$ cat src/rtl/msdff_univ_reg.sv
// rtl/msdff_univ_reg.sv - universal register (hold/shift R/shift L/load) on master-slave cells
// Optional feature macro: MSDFF_UNIV_REG_ROTATE_EN (turns shifts into rotates when Rot=1)

// One storage bit. The master is the next-state selection while clock is low.
// The slave is the flop that captures it on the rising edge.
module msdff_univ_cell (
  input  logic       clock,
  input  logic       Reset,
  input  logic       en,
  input  logic       clr,
  input  logic [1:0] mode,
  input  logic       d,
  input  logic       from_left,
  input  logic       from_right,
  output logic       q
);

  logic master;

  // Master: choose what the slave takes at the next rising edge.
  always_comb begin
    master = q;
    if (en) begin
      if (clr) begin
        master = 1'b0;
      end else begin
        unique case (mode)
          2'b00:   master = q;
          2'b01:   master = from_left;
          2'b10:   master = from_right;
          default: master = d;
        endcase
      end
    end
  end

  // Slave: updates only on the rising edge; reset clears it at once.
  always_ff @(posedge clock or negedge Reset) begin
    if (!Reset) begin
      q <= 1'b0;
    end else begin
      q <= master;
    end
  end

endmodule

module msdff_univ_reg #(
  parameter int WIDTH = 8
) (
  input  logic             clock,
  input  logic             Reset,
  input  logic             En,
  input  logic             Clr,
  input  logic [1:0]       Mode,
  input  logic [WIDTH-1:0] D,
  input  logic             SerInR,
  input  logic             SerInL,
  input  logic             Rot,
  output logic [WIDTH-1:0] Q,
  output logic             SerOutR,
  output logic             SerOutL,
  output logic             Zero
);

  logic top_in;
  logic bot_in;

`ifdef MSDFF_UNIV_REG_ROTATE_EN
  // End bits: with Rot the opposite end of Q wraps around instead of the serial input.
  always_comb begin
    top_in = Rot ? Q[0] : SerInR;
    bot_in = Rot ? Q[WIDTH-1] : SerInL;
  end
`else
  logic rot_unused;

  // End bits: shifts always take the serial inputs; Rot has no effect.
  always_comb begin
    top_in     = SerInR;
    bot_in     = SerInL;
    rot_unused = Rot;
  end
`endif

  genvar i;
  generate
    for (i = 0; i < WIDTH; i++) begin : g_cell
      logic left_bit;
      logic right_bit;

      if (i == WIDTH - 1) begin : g_top
        assign left_bit = top_in;
      end else begin : g_mid_l
        assign left_bit = Q[i+1];
      end

      if (i == 0) begin : g_bot
        assign right_bit = bot_in;
      end else begin : g_mid_r
        assign right_bit = Q[i-1];
      end

      msdff_univ_cell u_cell (
        .clock      (clock),
        .Reset      (Reset),
        .en         (En),
        .clr        (Clr),
        .mode       (Mode),
        .d          (D[i]),
        .from_left  (left_bit),
        .from_right (right_bit),
        .q          (Q[i])
      );
    end
  endgenerate

  // Serial outputs and zero flag follow Q directly so cascaded stages add no latency.
  always_comb begin
    SerOutR = Q[0];
    SerOutL = Q[WIDTH-1];
    Zero    = (Q == '0);
  end

endmodule
$ cat config.mk
export PLATFORM = sky130hd
export DESIGN_NAME = msdff_univ_reg
export DESIGN_NICKNAME = d
export VERILOG_FILES = /design/src/rtl/msdff_univ_reg.sv
export SDC_FILE = /design/constraint.sdc
export NUM_CORES = 1
export LEC_CHECK = 0
export ABC_CLOCK_PERIOD_IN_PS = 1700
export CORE_MARGIN = 5
export CORE_UTILIZATION = 23
export DETAILED_ROUTE_END_ITERATION = 7
export SLEW_MARGIN = 5
export SYNTH_ARGS = -nofsm -noshare
export SYNTH_HDL_FRONTEND = slang
export SYNTH_SLANG_ARGS = --single-unit
$ cat constraint.sdc
create_clock -name clock -period 1.7 [get_ports clock]
set_clock_uncertainty 0.15 [all_clocks]
set_input_delay 0.255 -clock clock [delete_from_list [all_inputs] [get_ports clock]]
set_output_delay 0.255 -clock clock [all_outputs]
set_load 0.005 [all_outputs]
Word level (Yosys, flattened, before mapping). Index checks and enable logic that the tools add are counted.

Register bits: 8. Output and inout port bits: 11. Word-level logic and storage cells: 30.

Equality and inequality tests: 3. Mux-type cells: 16. Reduce and logical (&&, ||, !) cells: 3.

Operators by type and width (number): $pmux W1 S3 (8); $logic_not A8 Y1 (1); $mux W1 (8); $eq A2 B1 Y1 const B (1); $eq A2 B2 Y1 const B (1); $logic_not A2 Y1 (1); $ne A2 B2 Y1 const B (1); $reduce_and A2 Y1 (1).

Logic depth before layout (Yosys ltp).
Word-level depth: 3. Mapped depth: 7.

Hierarchy. Synthesis repeated with hierarchy kept, for this count alone.

Cells, all modules: 115. Area total of the unflattened synthesis: 1049.8 um2.

By module, submodules not included: msdff_univ_cell (times used 8, cells each 13, area an instance 121.4 um2); msdff_univ_reg (times used 1, cells each 11, area an instance 78.8 um2).

Least setup slack after synthesis. OpenSTA, ideal clock, no wires.

Path kind: input-to-reg. Start: in Mode[0]. End: reg g_cell[6].u_cell.q. Data arrival time: 1240 ps. Required time: 1485 ps. Path slack: 244 ps. Cell stages on the path: 6. Path through: inv_1 ha_1 or3b_1 buf_6 a211oi_2 a21o_1.

Cells in the longest elaborated chain, start to end: 3. Elaborated cells between the ends (all ways): 7.

RTL lines: from (decl) (line 55) `input logic [1:0] Mode,`; $eq A2 B2 Y1, or another cell as far along (line 27) `unique case (mode)`; $pmux W1 S3 or $ne A2 B2 Y1 (tied branches); $mux W1 or $reduce_and A2 Y1 (tied branches); to (signal assigned) (line 42) `q <= master;`; to (decl) (line 15) `output logic q`.

Parallel ways exist; a longest one is shown, timed or not. A chain may end at the register's enable or synchronous reset.

Worst setup path after layout.
Start: reg g_cell[7].u_cell.q. End: out Zero.

Cells in the longest elaborated chain, start to end: 1.

RTL lines: from (decl) (line 15); from (signal assigned) (line 42); $logic_not A8 Y1 (line 122) `Zero = (Q == '0);`; to (decl) (line 63) `output logic Zero`.

No other way between the ends.

==> impl_metrics.json <==
{
  "reg_top3": "g_cell.u_cell.q (8)",
  "power_density_nw_per_um2": 657,
  "synth_most_common_cell": "nor2_1",
  "peakVddDrop_mv": 0.234,
  "synth_area_leaders": "dfrtp_1 34%, a21o_1 10%, a22oi_1 10%, buf_4 10%, a211oi_1 9.0%",
  "die_w_um": 60.5,
  "first_iter_violations": 9,
  "critPathKind": "reg2out",
  "fin_ws_ns": -0.0722,
  "grt_max_degree": 10,
  "relSlewSlack": 0.742,
  "clk_pin_slew_ns": 0.06,
  "rsz0062_at_grt": "yes",
  "portBuffers": 26,
  "finalHoldViolations": 0,
  "ioPinCount": 28,
  "grt_pass1_wl_um": 2730,
  "fin_cells": 126,
  "core_area_um2": 2450,
  "cp.arrival_ns": 1.37,
  "place_congestion": 0.759,
  "final.setup.tns_ns": -0.0722,
  "vias": 575,
  "drv_cap": 0,
  "grtUsageTotal": 0.103,
  "period_needed_ns": 1.77,
  "wl_met1_um": 720,
  "cts_tree": "yes",
  "wl_per_cell_um": 12.7,
  "post-place-cells": 121,
  "startpoint_type": "register",
  "h-tree-depth": 1,
  "cts.path.max_buffers": 2,
  "hpwl_um": 1260,
  "wl_met2_um": 718,
  "synth_ff_type": "dfrtp_1",
  "timing.rr.start": "g_cell[1].u_cell.q",
  "p_leak_nw": 0.498,
  "final_nets": 118,
  "syn_avg_cell_area_um2": 9.15,
  "start_util": 0.239,
  "top_layer_used": "met4",
  "ys_async_sr_fraction": 1.00,
  "drc": 0,
  "cpPeakStageDelay_ns": 0.53,
  "crit_required_ns": 1.29,
  "regMostFlops": "g_cell.u_cell.q",
  "placementRows": 18,
  "slowest_stage": "or4_4",
  "routed_wl_um": 1610,
  "antennaDiodeCount": 0,
  "status": "finished, violations left",
  "ys_ff_latch": 8,
  "ff2ff_setup_slack_ns": 0.26,
  "drt_pass1_iterations": 4,
  "path_cells": "or4_4 > nor2_2 > buf_2",
  "finalSetupViolCount": 1,
  "ys_seq_area_frac": 0.342,
  "synth.cell_area_um2": 586,
  "cts-root-buf": "clkbuf_4",
  "cts_buffers": 3,
  "worstSetupEndpointType": "primary output",
  "hold_buffers": 0,
  "worstMarginPinSlew_ns": 0.386,
  "synth_area_leader_cell": "dfrtp_1",
  "reg2reg_depth": 6,
  "r2r_end": "g_cell[2].u_cell.q",
  "synth_top_area_frac": 0.342,
  "viasPerCell": 4.56,
  "drive_gt1_frac": 0.313,
  "violations": "setup timing",
  "synth-edff-count": 0,
  "final.period_utilization": 1.04,
  "die_area_um2": 3650,
  "critPathMaxFanout": 2,
  "clkLatencyLatePin_ns": 0.26,
  "synth_cell_types": 15,
  "fmax_mhz": 564,
  "drv_slew": 0,
  "final_util": 0.397,
  "largest_register_ffs": 8,
  "grt_pass1_vias": 600,
  "grt_overflow_total": 0,
  "hp-class": "in2async",
  "numClockSinks": 8,
  "netlist_instances": 64,
  "wl_met3_um": 135,
  "area_delta_synth_final_pct": 66.2,
  "antenna_found_initial": 0,
  "ys_top_cells_by_count": "9 x nor2_1, 8 x a21o_1, 8 x a22oi_1, 8 x buf_4, 8 x dfrtp_1",
  "yosysWarnings": 0,
  "synth_nets": 84,
  "drtAntennaViolNets": 0,
  "die_y_um": 60.5
}
[repair_timing]
item                                    in CTS  in global routing
gates resized for setup                      8                 11
pin swaps                                    1                  4
buffers inserted                             1                  1
endpoints found under the setup margin       9                 12
[area by class of cell]
| class | instances | area (um2) |
|---|---|---|
| Multi-Input combinational cell | 40 | 315 |
| Tap cell | 30 | 37.5 |
| Clock buffer | 3 | 22.5 |
| Sequential cell | 8 | 200 |
| Timing Repair Buffer | 42 | 387 |
| Inverter | 3 | 11.3 |
| Fill cell | 256 | 1480 |
[report_power, final]
part | internal, mW | total, mW | switching (mW)
Clock | 0.0810 | 0.149 | 0.0675
Combinational | 0.167 | 0.269 | 0.103
Sequential | 0.210 | 0.222 | 0.0115
[layer usage]
metal / up-vias / global-route usage
met2: 22 / 0.142
met4: 0 / 0.0557
met3: 4 / 0.0362
met1: 257 / 0.139
met5: - / 0
li1: 292 / -
[critical path: cells and delay by family (launching register included)]
family	cells	cell delay, ns
flip-flops	1	0.37
AND/OR/NAND/NOR	2	0.64
buffers and inverters	1	0.11
[how the worst max path moves through the flow]
stage	start	end	slack, ns	cells past startpoint
global placement	Mode[0]	g_cell[6].u_cell.q	-0.31	6
floorplan	Mode[0]	g_cell[6].u_cell.q	0.24	6
global route	g_cell[7].u_cell.q	Zero	-0.14	3
CTS	g_cell[1].u_cell.q	Zero	-0.11	3
finish	g_cell[7].u_cell.q	Zero	-0.07	3
detailed placement	Mode[0]	g_cell[1].u_cell.q	-0.38	6
[layout by cell type, fill, tap and decap left out]
cell type | synthesis | layout
or4_4 | 0 | 2
or3b_4 | 0 | 1
a211oi_1 | 7 | 5
buf_2 | 2 | 1
buf_6 | 1 | 1
inv_2 | 0 | 1
inv_1 | 3 | 2
a22oi_2 | 0 | 1
clkdlybuf4s50_1 | 0 | 21
nor2_1 | 9 | 8
dlymetal6s2s_1 | 0 | 3
clkbuf_4 | 0 | 3
a211oi_2 | 1 | 3
clkdlybuf4s15_1 | 0 | 1
o21ai_0 | 1 | 1
nor2_2 | 0 | 1
a22oi_1 | 8 | 7
dfrtp_1 | 8 | 8
ha_2 | 0 | 1
buf_4 | 8 | 15
ha_1 | 3 | 2
a21o_1 | 8 | 8
[kinds of logic (layout without fill, tap and decap cells)]
family / count (synthesis) / in the layout / synth area share
and+or+nand+nor: 12 / 12 / 0.0983
DFF: 8 / 8 / 0.342
buffers and inverters: 16 / 48 / 0.171
AOI/OAI and AO/OA: 25 / 25 / 0.325
adders and majority gates: 3 / 3 / 0.0641
[stage by stage]
step                setup slack [ns]  hold WS, ns  area [um2]  total power [mW]
floorplan                      0.244       -0.191         586             0.340
global placement              -0.315        0.410         900             0.474
detailed placement            -0.382        0.419         900             0.475
CTS                           -0.108        0.146         935             0.632
global route                  -0.142        0.153         973             0.690
finish                       -0.0722        0.134         973             0.640
Note: power is estimated with default switching activity, not from simulation.
